## src/rtl/ama_riscv_imem_loader_pkg.sv

```systemverilog
// Shared loader definitions: FSM state encodings and the full-word write enable.
// Consumed by ama_riscv_imem_loader and its byte packer.
package ama_riscv_imem_loader_pkg;

    typedef enum logic [2:0] {
        LDR_IDLE = 3'd0,
        LDR_HDR  = 3'd1,
        LDR_LOAD = 3'd2,
        LDR_WR   = 3'd3,
        LDR_CHK  = 3'd4,
        LDR_DONE = 3'd5
    } ldr_state_e;

    localparam logic [3:0] LDR_WE_ALL = 4'hF;

    // States in which the loader drives rx_ready and runs the inter-byte timeout
    function automatic logic ldr_takes_bytes(input ldr_state_e s);
        return (s == LDR_HDR) || (s == LDR_LOAD) || (s == LDR_CHK);
    endfunction

endpackage

```

## src/rtl/ama_riscv_byte_packer.sv

```systemverilog
// Packs a handshaked byte stream little-endian into 32-bit words.
// word_o is only meaningful in the cycle word_valid_o is high (4th byte handshake).
module ama_riscv_byte_packer (
    input  logic        clk,
    input  logic        rst,
    input  logic        clr_i,
    input  logic        hs_i,
    input  logic [7:0]  byte_i,
    output logic [31:0] word_o,
    output logic        word_valid_o
);

    logic [1:0]  cnt_q;
    logic [23:0] lo_q;

    always_ff @(posedge clk or posedge rst) begin
        if (rst) begin
            cnt_q <= 2'd0;
            lo_q  <= 24'd0;
        end else if (clr_i) begin
            cnt_q <= 2'd0;
        end else if (hs_i) begin
            cnt_q <= cnt_q + 2'd1;
            case (cnt_q)
                2'd0:    lo_q[7:0]   <= byte_i;
                2'd1:    lo_q[15:8]  <= byte_i;
                2'd2:    lo_q[23:16] <= byte_i;
                default: ;
            endcase
        end
    end

    // The 4th byte is taken straight from the input so the word is ready on its handshake
    assign word_o       = {byte_i, lo_q};
    assign word_valid_o = hs_i && (cnt_q == 2'd3);

endmodule

```

## src/rtl/ama_riscv_imem_loader.sv

```systemverilog
// Boot loader for IMEM port A: header word N, then N words, core held in reset until done.
// Optional trailing checksum word enabled by defining IMEM_LOADER_CHECKSUM_EN.
module ama_riscv_imem_loader
    import ama_riscv_imem_loader_pkg::*;
#(
    parameter int ADDR_W    = 14,
    parameter int TIMEOUT_W = 20
) (
    input  logic              clk,
    input  logic              rst,
    input  logic              start,
    input  logic [7:0]        rx_data,
    input  logic              rx_valid,
    output logic              rx_ready,
    output logic              imem_ena,
    output logic [3:0]        imem_wea,
    output logic [ADDR_W-1:0] imem_addra,
    output logic [31:0]       imem_dina,
    output logic              core_rst,
    output logic              busy,
    output logic              done,
    output logic              err
);

    localparam logic [32:0] CAP = 33'd1 << ADDR_W;
`ifdef IMEM_LOADER_CHECKSUM_EN
    localparam ldr_state_e AFTER_LAST = LDR_CHK;
`else
    localparam ldr_state_e AFTER_LAST = LDR_DONE;
`endif

    ldr_state_e          state_q, state_d;
    logic                err_q, err_d;
    logic [ADDR_W-1:0]   word_cnt_q, word_cnt_d;
    logic [ADDR_W-1:0]   last_q, last_d;
    logic [TIMEOUT_W-1:0] tmo_q, tmo_d, tmo_inc;
    logic [31:0]         dina_q, dina_d;
    logic                rx_ready_q, ena_q, busy_q, done_q, core_rst_q;
    logic [3:0]          wea_q;
    logic [ADDR_W-1:0]   addra_q;
`ifdef IMEM_LOADER_CHECKSUM_EN
    logic [31:0]         sum_q, sum_d;
`endif

    logic        hs, timed, pk_clr, pk_valid;
    logic [31:0] pk_word;

    assign hs      = rx_valid && rx_ready_q;
    assign timed   = ldr_takes_bytes(state_q);
    assign tmo_inc = tmo_q + 1'b1;

    ama_riscv_byte_packer u_packer (
        .clk          (clk),
        .rst          (rst),
        .clr_i        (pk_clr),
        .hs_i         (hs),
        .byte_i       (rx_data),
        .word_o       (pk_word),
        .word_valid_o (pk_valid)
    );

    always_comb begin
        state_d    = state_q;
        err_d      = err_q;
        word_cnt_d = word_cnt_q;
        last_d     = last_q;
        tmo_d      = tmo_q;
        dina_d     = dina_q;
        pk_clr     = 1'b0;
`ifdef IMEM_LOADER_CHECKSUM_EN
        sum_d      = sum_q;
`endif
        if (timed) tmo_d = hs ? '0 : tmo_inc;
        case (state_q)
            LDR_IDLE, LDR_DONE: begin
                if (start) begin
                    state_d    = LDR_HDR;
                    err_d      = 1'b0;
                    word_cnt_d = '0;
                    tmo_d      = '0;
                    pk_clr     = 1'b1;
`ifdef IMEM_LOADER_CHECKSUM_EN
                    sum_d      = 32'd0;
`endif
                end
            end
            LDR_HDR: begin
                if (pk_valid) begin
                    if (pk_word == 32'd0) begin
                        state_d = AFTER_LAST;
                    end else if ({1'b0, pk_word} > CAP) begin
                        err_d   = 1'b1;
                        state_d = LDR_IDLE;
                    end else begin
                        last_d  = ADDR_W'(pk_word - 32'd1);
                        state_d = LDR_LOAD;
                    end
                end
            end
            LDR_LOAD: begin
                if (pk_valid) begin
                    dina_d  = pk_word;
                    state_d = LDR_WR;
`ifdef IMEM_LOADER_CHECKSUM_EN
                    sum_d   = sum_q + pk_word;
`endif
                end
            end
            LDR_WR: begin
                if (word_cnt_q == last_q) begin
                    state_d = AFTER_LAST;
                end else begin
                    word_cnt_d = word_cnt_q + 1'b1;
                    state_d    = LDR_LOAD;
                end
            end
`ifdef IMEM_LOADER_CHECKSUM_EN
            LDR_CHK: begin
                if (pk_valid) begin
                    if (pk_word == sum_q) begin
                        state_d = LDR_DONE;
                    end else begin
                        err_d   = 1'b1;
                        state_d = LDR_IDLE;
                    end
                end
            end
`endif
            default: state_d = LDR_IDLE;
        endcase
        // Counter is about to reach all-ones on an idle cycle: abandon the load
        if (timed && !hs && (&tmo_inc)) begin
            err_d   = 1'b1;
            state_d = LDR_IDLE;
        end
    end

    always_ff @(posedge clk or posedge rst) begin
        if (rst) begin
            state_q    <= LDR_IDLE;
            err_q      <= 1'b0;
            word_cnt_q <= '0;
            last_q     <= '0;
            tmo_q      <= '0;
            dina_q     <= 32'd0;
            rx_ready_q <= 1'b0;
            ena_q      <= 1'b0;
            wea_q      <= 4'd0;
            addra_q    <= '0;
            busy_q     <= 1'b0;
            done_q     <= 1'b0;
            core_rst_q <= 1'b1;
`ifdef IMEM_LOADER_CHECKSUM_EN
            sum_q      <= 32'd0;
`endif
        end else begin
            state_q    <= state_d;
            err_q      <= err_d;
            word_cnt_q <= word_cnt_d;
            last_q     <= last_d;
            tmo_q      <= tmo_d;
            dina_q     <= dina_d;
            // Outputs are registered from the next state so they line up with it
            rx_ready_q <= ldr_takes_bytes(state_d);
            ena_q      <= (state_d == LDR_WR);
            wea_q      <= (state_d == LDR_WR) ? LDR_WE_ALL : 4'd0;
            if (state_d == LDR_WR) addra_q <= word_cnt_q;
            busy_q     <= (state_d == LDR_HDR) || (state_d == LDR_LOAD) ||
                          (state_d == LDR_WR)  || (state_d == LDR_CHK);
            done_q     <= (state_d == LDR_DONE);
            core_rst_q <= (state_d != LDR_DONE);
`ifdef IMEM_LOADER_CHECKSUM_EN
            sum_q      <= sum_d;
`endif
        end
    end

    assign rx_ready   = rx_ready_q;
    assign imem_ena   = ena_q;
    assign imem_wea   = wea_q;
    assign imem_addra = addra_q;
    assign imem_dina  = dina_q;
    assign busy       = busy_q;
    assign done       = done_q;
    assign err        = err_q;
    assign core_rst   = core_rst_q;

endmodule

```

## config.mk

```make
export PLATFORM = sky130hd
export DESIGN_NAME = ama_riscv_imem_loader
export DESIGN_NICKNAME = d
export VERILOG_FILES = /design/src/rtl/ama_riscv_imem_loader_pkg.sv /design/src/rtl/ama_riscv_byte_packer.sv /design/src/rtl/ama_riscv_imem_loader.sv
export SDC_FILE = /design/constraint.sdc
export NUM_CORES = 1
export LEC_CHECK = 0
export ABC_AREA = 1
export BUFFER_PORTS_ARGS = -buffer_cell sky130_fd_sc_hd__buf_2
export CAP_MARGIN = 10
export CORE_MARGIN = 4
export CORE_UTILIZATION = 53
export DETAILED_ROUTE_END_ITERATION = 10
export GPL_TIMING_DRIVEN = 0
export PLACE_DENSITY = 0.76
export SLEW_MARGIN = 20
export SYNTH_ARGS = -nofsm -noshare
export SYNTH_HDL_FRONTEND = slang
export SYNTH_SLANG_ARGS = --single-unit
export TNS_END_PERCENT = 1
```

## constraint.sdc

```tcl
create_clock -name clk -period 4.34 [get_ports clk]
set_input_delay 0.651 -clock clk [delete_from_list [all_inputs] [get_ports clk]]
set_output_delay 0.651 -clock clk [all_outputs]
set_load 0.03 [all_outputs]
```

==> summary.txt <==
Run status
  – Status: complete, no violations

Floorplan
  – Die Wd: 118.7 um
  – Initial Utilization: 54.04%
  – # IOs: 68
  – Chip height: 118.7 um
  – Die Footprint: 0.01408 sq mm
  – Core area: 0.01201 sq mm
  – Cell row count: 40

Layout
  – Area of the multi-input gates: 0.002795 sq mm
  – Layout cells sized above 1: 15.28%
  – Reg area: 0.003229 sq mm
  – Final instance area: 0.007631 sq mm
  – Area delta synth->final: 17.56%
  – Fin cells: 1083
  – Final Util: 63.53%
  – Layout filler cell count: 1047
  – N_diodes: 0
  – Nets: 944

Worst setup path
  – Crit-path slowest cell: dfrtp_1
  – CP delay by family, top: simple AND/OR/NAND/NOR gates
  – Worst reg2reg startpoint: u_packer.lo_q[0]
  – CP arrival: 2.27 ns
  – Bufs and invs on worst path: 1
  – CP startpoint kind: flip-flop
  – CP most frequent cell: nand3_1
  – Crit Path Max Fanout: 8
  – Crit. End Element: flip-flop
  – Worst path cell trace: inv_1, ha_1, nand3_1, nor2_1, nand2_1, a21oi_2, nand3_1, nor3_1, a21oi_1
  – CP max stage delay: 0.38 ns
  – Worst Path Required: 4.63 ns
  – Crit Path Category: flip-flop to flip-flop
  – Worst setup startpoint: u_packer.lo_q[0]

STA
  – Final setup vio count: 0
  – Unrepaired setup endpoints after global routing: false
  – Crit share post-route: 45.74%
  – Slew HR: 63.04%
  – Tmin final: 1.985 ns
  – Final hold vios: 0
  – Min setup slack post-route: 2.355 ns
  – Setup Skew: 0.01199 ns
  – Post-Route Setup TNS: 0 ns
  – Pins Over Slew Limit: 0
  – Slew @ Worst Pin: 0.5544 ns
  – Max Clk Rate: 503.7 MHz

Logic synthesis
  – Share of flip-flops with an asynchronous set or reset: 100.0%
  – Number of flops mapped to enable cells by yosys: 0
  – Post-synthesis compound-gate area fraction: 9.734%
  – Syn_nets: 857
  – Seq cells post-synth: 129
  – Synth Area in XOR/XNOR: 3.103%
  – Simple-gate share of the synthesized area: 28.49%
  – Avg Cell Area, Syn: 7.765 sq um
  – Top cells by area, synth: dfrtp_1 (49%), nand2_1 (15%), o21ai_0 (5.9%)
  – Yosys warnings: 0
  – Mapped Cells: 836
  – Register area share after synthesis: 49.75%
  – Synth unique cells: 40
  – Mux contribution to synthesized area: 0%
  – Largest family of logic cells by synthesized area: simple AND/OR/NAND/NOR gates
  – Post-synth top area share: 49.34%
  – Biggest area consumer among synthesized cells: dfrtp_1
  – Adder-Cell Fraction of Synth Area: 1.735%
  – Cell area after synthesis: 0.006491 sq mm
  – Synth Flop Type: dfrtp_1

Global route
  – Vias in the first global route: 5458
  – Pin count of the biggest net entering global routing: 106
  – Initial antenna violation count: 0
  – First-pass GRT wire length: 26500 um
  – Tot GR Track Use: 23.25%
  – Remaining Overflow, GRT: 0

Routing
  – DRT Pass-1 Iters: 5
  – Detailed Route WL: 15840 um
  – Remaining DRCs: 0
  – Drt initial violations: 499
  – Vias per cell: 5.258
  – DR vias: 5694
  – WL/cell: 14.62 um
  – Post-route ant nets: 0

Place
  – Hpwl dp: 11040 um
  – Final GP Congestion: 0.9376
  – Area post-placement: 0.007046 sq mm
  – DP Cell Count: 1051
  – PortBufs: 67
  – Setup WS pre-CTS: 2.018 ns

CTS
  – Hold buffers post-CTS: 0
  – Root Buffer: clkbuf_16
  – Clock buffer depth: 2
  – Later-pin clock latency in the skew report: 0.42 ns
  – H-Tree Level Count: 4
  – Post-CTS sizing: 0
  – Post-CTS Setup Bufs: 0
  – Clock Pin Slew Worst Setup and Hold Paths: 0.07 ns
  – Total CTS buffers: 17
  – CTS tree: done
  – Clock sink total: 129

Power and ir drop
  – LEAKAGE: 3.875 nW
  – Peak supply drop: 0.2409 mV
  – Power per cell area: 486.2 mW/mm^2

Flow run
  – Max-Cap Viols: 0

Min path
  – Hold Crit Class: input pin to asynchronous set/reset pin
-- report_power, final --
group | switching [mW] | internal [mW] | leakage [nW] | total [mW]
Combinational | 0.520 | 0.253 | 1.86 | 0.773
Sequential | 0.157 | 1.35 | 1.73 | 1.51
Clock | 0.614 | 0.818 | 0.289 | 1.43
-- logic make-up (layout without fill, tap and decap cells) --
| logic type | Yosys count | in the layout |
|---|---|---|
| compound gates | 117 | 117 |
| xor+xnor | 23 | 23 |
| fa+ha+maj | 9 | 9 |
| buf+inv | 114 | 214 |
| flops | 129 | 129 |
| simple gates | 444 | 444 |
-- flip-flops by register name (all words and copies together), names as in the netlist --
signal	count
imem_dina	32
u_packer.lo_q	24
tmo_q	20
imem_addra	14
last_q	14
word_cnt_q	14
state_q	3
u_packer.cnt_q	2
busy	1
core_rst	1
done	1
err	1
imem_wea	1
rx_ready	1
-- stage by stage --
stage	power, mW	hold WS, ns
after floorplan	2.063	0.4530
after global placement	2.248	0.4585
after detailed placement	2.278	0.4595
after CTS	3.722	0.1566
after global routing	3.920	0.1592
final	3.710	0.1595
-- routing by layer --
metal	up-vias	GRT usage, %	part of all wire (%)
met3	32	4.306	4.9
met1	2682	30.81	44
met2	155	38.08	48
met5	-	0	0
li1	2825	-	-
met4	0	8.907	2.4
-- synthesized netlist by cell type (3+ instances only) --
cell type	count
xnor2_1	7
a22oi_1	7
nand2_2	3
inv_2	3
nand3_1	41
nor3_1	10
buf_4	4
buf_2	12
xor2_1	16
dfrtp_1	128
a21oi_1	25
clkbuf_1	7
ha_1	9
nand4_1	8
nand2_1	268
nor2_2	3
inv_1	85
nor2_1	95
o21ai_0	77
nor2_4	4
-- final cells by class --
type / count / share of cell area (%)
tap: 147 / 2.410
buffer: 25 / 1.738
timing repair buffer: 68 / 4.755
sequential: 129 / 42.32
inverter: 89 / 4.476
multi-input combinational: 593 / 36.63
clock buffer: 17 / 5.575
clock inverter: 15 / 2.099
-- worst paths after layout --
kind                       depth (start not counted)             to  slack [ns]
setup reg to reg                                   9      last_q[8]        2.35
hold reg to reg                                    2  imem_addra[5]        0.47
max in group asynchronous                          3       core_rst        3.42
setup / recovery                                   9      last_q[8]        2.35
hold / removal                                     2  imem_dina[27]        0.16
min in group clk                                   2  imem_addra[5]        0.47
-- cells in the final DEF, fill, tap and decap left out, types with 4 or more instances in the layout --
| cell | synthesis | layout |
|---|---|---|
| xnor2_1 | 7 | 7 |
| inv_6 | 0 | 6 |
| nand3_1 | 41 | 41 |
| ha_1 | 9 | 9 |
| inv_8 | 0 | 6 |
| clkbuf_1 | 7 | 7 |
| buf_2 | 12 | 79 |
| nor3_1 | 10 | 10 |
| a22oi_1 | 7 | 7 |
| nor2_1 | 95 | 95 |
| nand2_1 | 268 | 268 |
| nor2_4 | 4 | 4 |
| a21oi_1 | 25 | 25 |
| o21ai_0 | 77 | 77 |
| nand4_1 | 8 | 8 |
| clkbuf_16 | 0 | 17 |
| xor2_1 | 16 | 16 |
| inv_1 | 85 | 84 |
| dfrtp_1 | 128 | 128 |
| buf_4 | 4 | 4 |
No activity file was read; power rests on OpenSTA's default activity.
